**config.mk**
```make
export PLATFORM = sky130hd
export DESIGN_NAME = cla_serial_add_ctrl
export DESIGN_NICKNAME = d
export VERILOG_FILES = /design/src/rtl/cla_serial_add_ctrl.sv
export SDC_FILE = /design/constraint.sdc
export NUM_CORES = 1
export LEC_CHECK = 0
export CAP_MARGIN = 20
export CORE_MARGIN = 2
export CORE_UTILIZATION = 40
export CTS_CLUSTER_DIAMETER = 200
export DETAILED_ROUTE_END_ITERATION = 8
export PLACE_DENSITY = 0.6
export SLEW_MARGIN = 20
export SYNTH_ARGS = -nofsm -noshare
export SYNTH_HDL_FRONTEND = slang
export SYNTH_SLANG_ARGS = --single-unit
export TNS_END_PERCENT = 1
```
**constraint.sdc**
```tcl
create_clock -name clk -period 3.8 [get_ports clk]
set_input_delay 0.76 -clock clk [delete_from_list [all_inputs] [get_ports clk]]
set_output_delay 0.76 -clock clk [all_outputs]
set_load 0.1 [all_outputs]
```
**src/rtl/cla_serial_add_ctrl.sv**
```systemverilog
// Nibble-serial adder/subtractor: one 4-bit carry-lookahead slice is reused
// across NIB cycles, with a small IDLE/RUN/DONE controller around it.
module cla_serial_add_ctrl #(
  parameter int WIDTH = 16
) (
  input  logic             clk,
  input  logic             rst,
  input  logic             start,
  input  logic [WIDTH-1:0] a,
  input  logic [WIDTH-1:0] b,
  input  logic             cin,
  input  logic             sub,
  output logic             busy,
  output logic             done,
  output logic [WIDTH-1:0] sum,
  output logic             cout,
  output logic             ovf
);

  localparam int NIB = WIDTH / 4;
  // Index is kept at least one bit wide so WIDTH=4 still has a legal vector.
  localparam int IW = (NIB > 1) ? $clog2(NIB) : 1;
  localparam logic [IW-1:0] LAST = IW'(NIB - 1);

  typedef enum logic [1:0] {
    IDLE,
    RUN,
    DONE
  } state_t;

  state_t state, state_next;

  logic [WIDTH-1:0] a_reg, b_reg, acc, acc_next;
  logic             carry;
  logic [IW-1:0]    idx;
  logic [IW+1:0]    base;
  logic [3:0]       na, nb, g, p, s;
  logic             c_into_msb, c_out;
  logic             last;

  assign base = {idx, 2'b00};
  assign na   = a_reg[base +: 4];
  assign nb   = b_reg[base +: 4];
  assign last = (idx == LAST);

  // 4-bit carry-lookahead slice working on the currently selected nibble.
  always_comb begin
    logic cc;
    g          = na & nb;
    p          = na ^ nb;
    s          = '0;
    c_into_msb = 1'b0;
    cc         = carry;
    for (int i = 0; i < 4; i++) begin
      if (i == 3) c_into_msb = cc;
      s[i] = p[i] ^ cc;
      cc   = g[i] | (p[i] & cc);
    end
    c_out = cc;
  end

  // Accumulator with the freshly computed nibble merged into its slot.
  always_comb begin
    acc_next = acc;
    acc_next[base +: 4] = s;
  end

  // FSM state register.
  always_ff @(posedge clk) begin
    if (rst) state <= IDLE;
    else     state <= state_next;
  end

  // Next-state logic and status outputs decoded from the current state.
  always_comb begin
    state_next = state;
    busy       = 1'b0;
    done       = 1'b0;
    case (state)
      IDLE: if (start) state_next = RUN;
      RUN: begin
        busy = 1'b1;
        if (last) state_next = DONE;
      end
      DONE: begin
        done       = 1'b1;
        state_next = IDLE;
      end
      default: state_next = IDLE;
    endcase
  end

  // Datapath: operand capture on accept, one nibble per RUN cycle, result
  // registers loaded only on the last nibble so they hold between operations.
  always_ff @(posedge clk) begin
    if (rst) begin
      a_reg <= '0;
      b_reg <= '0;
      acc   <= '0;
      carry <= 1'b0;
      idx   <= '0;
      sum   <= '0;
      cout  <= 1'b0;
      ovf   <= 1'b0;
    end else begin
      case (state)
        IDLE: begin
          if (start) begin
            a_reg <= a;
            b_reg <= sub ? ~b : b;
            carry <= sub ? 1'b1 : cin;
            acc   <= '0;
            idx   <= '0;
          end
        end
        RUN: begin
          acc   <= acc_next;
          carry <= c_out;
          if (last) begin
            idx  <= '0;
            sum  <= acc_next;
            cout <= c_out;
            ovf  <= c_out ^ c_into_msb;
          end else begin
            idx <= idx + IW'(1);
          end
        end
        default: ;
      endcase
    end
  end

endmodule

```
# After elaboration in Yosys (flattened, before gate mapping)
# Cells that the tools add are included.
[totals]
reg_bits = 71
inputBits = 37
[classes]
add_sub_neg = 2
eq_ne = 5
n_shift = 4
muxes = 15
bitwise_logic = 16
n_reduce_logical = 6
[ops]
columns = ["cell", "n"]
rows = [
  ["$mux W16", 2],
  ["$pmux W16 S2", 1],
  ["$shiftx A16 B5 Y4", 2],
  ["$bwmux W16", 1],
  ["$not A16 Y16", 1],
  ["$shift A4 B6 Y16 const A", 1],
  ["$shiftx A4 B6 Y16", 1],
  ["$mux W2", 4],
  ["$pmux W2 S2", 2],
  ["$reduce_and A2 Y1", 4],
  ["$neg A4 Y6", 1],
  ["$xor A1 B1 Y1", 5],
  ["$and A1 B1 Y1", 4],
  ["$and A4 B4 Y4", 1],
  ["$eq A2 B2 Y1 const B", 2],
  ["$mux W1", 4],
  ["$ne A2 B2 Y1 const B", 2],
  ["$or A1 B1 Y1", 4],
  ["$xor A4 B4 Y4", 1],
  ["$add A2 B1 Y2 const B", 1],
  ["$eq A2 B1 Y1 const B", 1],
  ["$logic_not A2 Y1", 1],
  ["$pmux W1 S2", 1],
  ["$reduce_bool A2 Y1", 1],
]

# Logic depth before layout (Yosys ltp)
# Gate-level depths: netlist of run 1.
[logic_depth]
depth_word = 12
depth_mapped = 11

# Worst setup path after synthesis of run 1
# No wires, ideal clock.
[synth_timing]
path_kind = "register -> register"
from = "reg idx[0]"
to = "reg acc[3]"
t_arrival_ns = 3.051
t_required_ns = 3.683
path_slack_ns = 0.632
path_stages_with_launch = 11
path_buffers = 1
period_less_slack_ns = 3.168
cell_sequence = "dfxtp_1 -> buf_2 -> mux4_2 -> fa_1 -> inv_1 -> fa_1 -> fa_1 -> inv_1 -> fa_1 -> and2_1 -> a22o_1"
[synth_via]
elab_chain_len = 12
elab_cells_between_ends = 19
cone_classes = "1 x add/sub; 4 x shift; 2 x mux; 12 x bitwise"
[synth_rtl]
columns = ["element", "line_no", "text"]
rows = [
  ["from (decl)", "35", "logic [IW-1:0] idx;"],
  ["from (signal assigned)", "125", "idx <= idx + IW'(1);"],
  ["$shiftx A16 B5 Y4 (on tied branches)", "42, 43", ""],
  ["$xor A4 B4 Y4", "50", "p = na ^ nb;"],
  ["$and A1 B1 Y1", "57", "cc = g[i] | (p[i] & cc);"],
  ["$or A1 B1 Y1", "57", ""],
  ["$and A1 B1 Y1", "57", ""],
  ["$or A1 B1 Y1", "57", ""],
  ["$and A1 B1 Y1", "57", ""],
  ["$or A1 B1 Y1", "57", ""],
  ["$xor A1 B1 Y1", "56", "s[i] = p[i] ^ cc;"],
  ["$shiftx A4 B6 Y16", "65", "acc_next[base +: 4] = s;"],
  ["$bwmux W16 (*)", "65", ""],
  ["$pmux W16 S2 (*)", "106", "case (state)"],
  ["to (signal assigned)", "117", "acc <= acc_next;"],
  ["to (decl)", "33", "logic [WIDTH-1:0] a_reg, b_reg, acc, acc_next;"],
]
# Every way passes the cells marked *; elsewhere a longest branch is shown, timed or not.
# A chain may end at the register's enable or synchronous reset.

# Worst setup path in the final report of run 1
# Ends and elaborated chain as after synthesis.

==> qor.csv, run 1 <==
stage;metric;value;unit
status;status;finished, final reports clean;
floorplan;io_pins;57;
synth;async_reset_ff_share;0;%
timing;period_share;82.38;%
clock_tree;htree_num_levels;3;
synth;netlist_instances;342;
layout;fillers;755;
layout;area_growth;23.47;%
clock_tree;holdBufCountCts;0;
clock_tree;clockBufferDepth;2;
synth;yosysWarnings;0;
clock_tree;cts_setup_buffers;0;
synth;syn_area_per_cell;9.556;sq um
clock_tree;clkLatencyLatePin;0.34;ns
clock_tree;post_cts_resize_count;0;
global_route;grt_max_degree;41;
global_route;track_usage;18.05;%
synth;yosysSeqAreaShare;43.49;%
placed_design;dp_cells;480;
setup_path;cp_common_cell;fa_1;
global_route;grt_pass1_vias;2471;
setup_path;slowest_stage;mux4_2;
timing;fin_setup_tns;0;ns
layout;multi_input_area;1655;sq um
timing;hold_viol;0;
synth;synth.most_common_cell;dfxtp_1;
setup_path;critical_path_buf_inv_count;2;
synth;yosys-top-cells-area;dfxtp_1, mux4_2, xnor2_1;
clock_tree;clock_sinks;71;
global_route;grt-ovfl-total;0;
routing;drt-pass1-iter-count;4;
placed_design;io_buffer_count;56;
layout;drive_gt1_share;10.41;%
floorplan;dieArea;8909;sq um
placed_design;dp_hpwl;5343;microns
timing;slew_headroom;35.35;%
setup_path;required;4.04;ns
layout;fin_area;4035;sq um
placed_design;dpl_cell_area;3860;sq um
timing;slew_viol_final;0;
routing;ant_nets;0;
clock_tree;cts_tree;yes;
synth;synth.distinct_cells;40;
synth;yosys-top-cells-count;dfxtp_1, nand2_1, nor2_1;
routing;m1WireLength;3533;microns
layout;nets;436;
layout;seq_area;1421;sq um
timing;fmax;0.3194;GHz
synth;yosys_most_used_dff;dfxtp_1;
routing;dr.max_layer_used;met4;
timing;fin_hold_ws;0.4544;ns
setup_path;crit_path_start_kind;register;
routing;num_vias;2599;
flow_run;max-cap-violations;0;
clock_tree;cts_made_buffers;9;
routing;routed_via_density;5.240;
setup_path;cpPeakStageDelay;0.57;ns
worst_hold_path;hp-class;register to register;
routing;initialDrtViolationCount;67;
power_and_ir_drop;leakage;0.001503;uW
layout;stdcell_count;496;
timing;final.min_clock_period;3.131;ns
layout;diodes;0;
clock_tree;cts.clk_slew.worst_paths;0.07;ns
synth;ys_ff_latch;71;
clock_tree;cts-root-buf;clkbuf_8;
timing;rsz0062_at_grt;no;
power_and_ir_drop;irDropWorstVdd;148.8;uV
timing;setup_viol;0;
routing;drc;0;
synth;yosys.area.top_type_share;43.49;%
setup_path;critical_path_arrival;3.37;ns
timing;clock_skew;0.006751;ns
floorplan;die_x;94.39;microns
routing;wl_met3;319;microns
setup_path;path_cells;mux4_2 > fa_1 > inv_1 > fa_1 > fa_1 > inv_1 > fa_1 > and2_1 > a22o_1;
floorplan;die_y;94.39;microns
setup_path;end_kind;register;
synth;synth_edf_count;0;
synth;syn-num-nets;389;
routing;wl_met2;3461;microns
global_route;antenna_found_initial;0;
floorplan;initial_core_util;41.86;%
floorplan;fp.coreArea;7807;sq um
floorplan;rows;32;
synth;synth_area;3268;sq um
power_and_ir_drop;cellPowerDensity;394.3;nW/um^2
synth;synth_area_leader_cell;dfxtp_1;
timing;tightestPinTransition;0.9668;ns
routing;wirelength;7470;microns
routing;routedWlPerCell;15.06;microns
setup_path;critPathTopFamily;adder cells;
setup_path;path_max_fanout;6;
setup_path;path_class;register to register;
global_route;grt_pass1_wl;12200;microns
placed_design;place.gp.congestion;0.7802;
## power breakdown
part / total, uW / internal [uW] / switching [uW]
registers: 801 / 775 / 26.0
clock network: 540 / 268 / 272
logic: 249 / 115 / 135
total: 1590 / 1160 / 433
## final cells by class
class,instances,share of cell area (%)
Clock buffer,12,3.845
Clock inverter,4,0.4961
Inverter,16,1.488
Multi-Input combinational cell,229,41.02
Sequential cell,71,35.22
Tap cell,102,3.163
Timing Repair Buffer,62,14.76
## cell families after synthesis
family	synth area share [%]
AOI/OAI and AO/OA	17.38
xor gates and xnor gates	4.556
adders and majority gates	4.747
buffers and inverters	6.049
DFF	43.49
muxes	6.891
and+or+nand+nor	16.88
## stage by stage
| step | worst slack, ns | utilization (%) | power (uW) |
|---|---|---|---|
| CTS | 0.6462 | 51.68 | 1603 |
| floorplan | 0.6323 | - | 981.1 |
| global placement | 0.7159 | 49.44 | 1065 |
| global route | 0.3784 | 51.68 | 1666 |
| detailed placement | 0.6646 | 49.44 | 1069 |
| finish | 0.6694 | 51.68 | 1591 |
## layer usage
| layer | vias up | global-route usage, % |
|---|---|---|
| li1 | 1300 | - |
| met1 | 1219 | 23.24 |
| met2 | 65 | 28.21 |
| met3 | 15 | 5.507 |
| met4 | 0 | 7.609 |
| met5 | - | 0 |
## cells in the final DEF, fill, tap and decap left out, types with 2 or more instances in the layout
cell,netlist,layout
nand2b_1,3,3
buf_4,2,8
clkinv_2,0,4
a221oi_1,15,15
clkbuf_8,0,11
mux2_1,4,4
a21oi_1,23,23
o21ai_0,2,2
ha_1,6,6
nor2_1,37,37
xnor2_1,17,17
and2_1,3,3
fa_1,4,4
nor4bb_1,2,2
nand2_1,39,39
a22o_1,14,14
a21oi_2,2,2
a32o_1,2,2
nor3_1,15,15
clkdlybuf4s50_1,0,53
dfxtp_1,71,71
a211oi_1,17,17
mux4_2,8,8
inv_1,16,16
## worst reg2reg max path, cell delays in order (launching register included)
cell and delay [ns]:
dfxtp_1 0.53, mux4_2 0.57, fa_1 0.40, inv_1 0.07
fa_1 0.19, fa_1 0.21, inv_1 0.06, fa_1 0.53
and2_1 0.23, a22o_1 0.23
## worst paths after layout
kind         slack (ns)       end  cells after the start  startpoint
min reg2reg        0.45  a_reg[5]                      2    a_reg[5]
max reg2reg        0.67    acc[3]                      9      idx[0]
min                0.45  a_reg[5]                      2    a_reg[5]
max                0.67    acc[3]                      9      idx[0]
(Power assumes the default switching activity.)
==> run 2: changes to the inputs <==
==> constraint.sdc (replaced) <==
create_clock -name clk -period 3.2 [get_ports clk]
set_input_delay 0.64 -clock clk [delete_from_list [all_inputs] [get_ports clk]]
set_output_delay 0.64 -clock clk [all_outputs]
set_load 0.1 [all_outputs]
==> run 2 against run 1 <==
Sequential share of layout area shrank 0.18 points. Clock-buffer cell count is the same. Combinational power grew 22%. Final cell count grew 0.81%. First-iteration DRC count grew 42%. Wire length shrank 1.6%. Non-clock buffer count grew 4. Utilization grew 0.27 points. Power grew 26%. Via count shrank 0.65%. Setup slack lost 0.45 ns. Clock skew is essentially flat.
==> qor.csv, run 2 (synthesized netlist as in run 1, its figures left out) <==
stage;metric;value;unit
status;status;finished, final reports clean;
global_route;use_met1;22.23;%
global_route;grt_pass1_vias;2552;
setup_path;rrSetupSlack;0.22;ns
worst_hold_path;hp-class;register to register;
clock_tree;holdBufCountCts;0;
setup_path;critical_path_arrival;3.22;ns
floorplan;fp.coreArea;7807;sq um
placed_design;io_buffer_count;56;
power_and_ir_drop;irDropWorstVdd;201.5;uV
floorplan;io_pins;57;
setup_path;path_class;register to register;
setup_path;end_kind;register;
layout;final_common_cell;dfxtp_1;
routing;wirelength;7352;microns
setup_path;regToRegEndpoint;acc[3];
global_route;track_usage;17.99;%
global_route;grt_util_met2;28.63;%
timing;setup_ws;0.2186;ns
clock_tree;cts_tree;yes;
layout;finish.utilization;51.96;%
timing;rsz0062_at_grt;no;
layout;nets;440;
routing;routedWlPerCell;14.70;microns
floorplan;initial_core_util;41.86;%
timing;slew_headroom;41.59;%
setup_path;path_max_fanout;9;
global_route;antenna_found_initial;0;
routing;num_vias;2582;
floorplan;die_y;94.39;microns
routing;ant_nets;0;
routing;routed_via_density;5.164;
clock_tree;htree_num_levels;3;
global_route;grt_pass1_wl;12310;microns
clock_tree;cts-root-buf;clkbuf_8;
worst_hold_path;hold_depth;2;
global_route;grt-ovfl-total;0;
floorplan;die_x;94.39;microns
power_and_ir_drop;cellPowerDensity;494.1;nW/um^2
setup_path;timing.rr.start;idx[1];
timing;fin_setup_tns;0;ns
clock_tree;clockBufferDepth;2;
floorplan;rows;32;
clock_tree;cts_setup_buffers;0;
timing;clock_skew;0.006683;ns
clock_tree;cts.clk_slew.worst_paths;0.07;ns
clock_tree;clkLatencyLatePin;0.34;ns
routing;initialDrtViolationCount;95;
flow_run;max-cap-violations;0;
timing;hold_viol;0;
global_route;grt.busiest_layer;met2;
floorplan;dieArea;8909;sq um
layout;drive_gt1_share;15.58;%
routing;drt-pass1-iter-count;4;
layout;layout_common_cells;dfxtp_1, nand2_1, nor2_1;
global_route;grt_max_degree;50;
clock_tree;post_cts_resize_count;0;
timing;setup_viol;0;
worst_hold_path;whs_endpoint;ovf;
clock_tree;cts_made_buffers;9;
layout;area_growth;24.12;%
worst_hold_path;min_from;ovf;
setup_path;required;3.44;ns
layout;diodes;0;
placed_design;dp_hpwl;5205;microns
clock_tree;clock_sinks;71;
placed_design;pre_cts_slack;0.2309;ns
global_route;met3_usage;4.709;%
timing;final.min_clock_period;2.981;ns
placed_design;place.gp.congestion;0.7765;
timing;period_share;93.17;%
setup_path;crit_path_start_kind;register;
power_and_ir_drop;leakage;0.001573;uW
timing;slew_viol_final;0;
timing;tightestPinTransition;0.8761;ns
setup_path;reg2regPathDepth;9;
routing;drc;0;
timing;fmax;0.3354;GHz
-- run 2: area by class of cell --
cell class / count / area [sq um]
clock buffer: 12 / 135.1
inverter: 16 / 60.06
timing repair buffer: 66 / 580.6
fill: 755 / 3751
sequential: 71 / 1421
tap: 102 / 127.6
clock inverter: 4 / 70.07
multi-input combinational: 229 / 1662
-- run 2: worst max-delay path, cell delays in order, from the launching register on --
cell	delay (ns)
dfxtp_1	0.54
mux4_2	0.28
fa_1	0.16
inv_1	0.04
fa_1	0.39
fa_1	0.41
inv_1	0.09
fa_1	0.51
and2_1	0.23
a22o_1	0.23
-- run 2: worst max-delay path by stage --
stage,from,endpoint,slack [ns],depth (start not counted)
floorplan,idx[0],acc[3],0.03,10
global placement,idx[1],acc[3],0.27,9
detailed placement,idx[1],sum[3],0.23,9
CTS,idx[1],sum[3],0.21,9
global route,idx[0],sum[7],0.008,9
finish,idx[1],acc[3],0.22,9
-- run 2: through the flow --
stage / area (sq um) / hold slack (ns) / total power, uW / instances
global route: 4056 / 0.4755 / 2098 / 500
CTS: 4050 / 0.4584 / 2023 / 500
detailed placement: 3845 / 0.4489 / 1272 / 484
floorplan: 3268 / 0.4327 / 1165 / 342
global placement: 3845 / 0.4436 / 1268 / 484
finish: 4056 / 0.4531 / 2004 / 500
-- run 2: where the power goes --
part / switching [uW] / leakage [uW] / internal, uW / total (uW)
clock: 317 / 0.000104 / 437 / 755
sequential: 23.2 / 0.000579 / 921 / 944
combinational: 166 / 0.000890 / 140 / 305
-- run 2: routing by layer --
layer,share of wire [%],wire length (microns)
met3,4.3,315
met1,47,3459
met4,1.5,109
met2,47,3467
met5,0,0
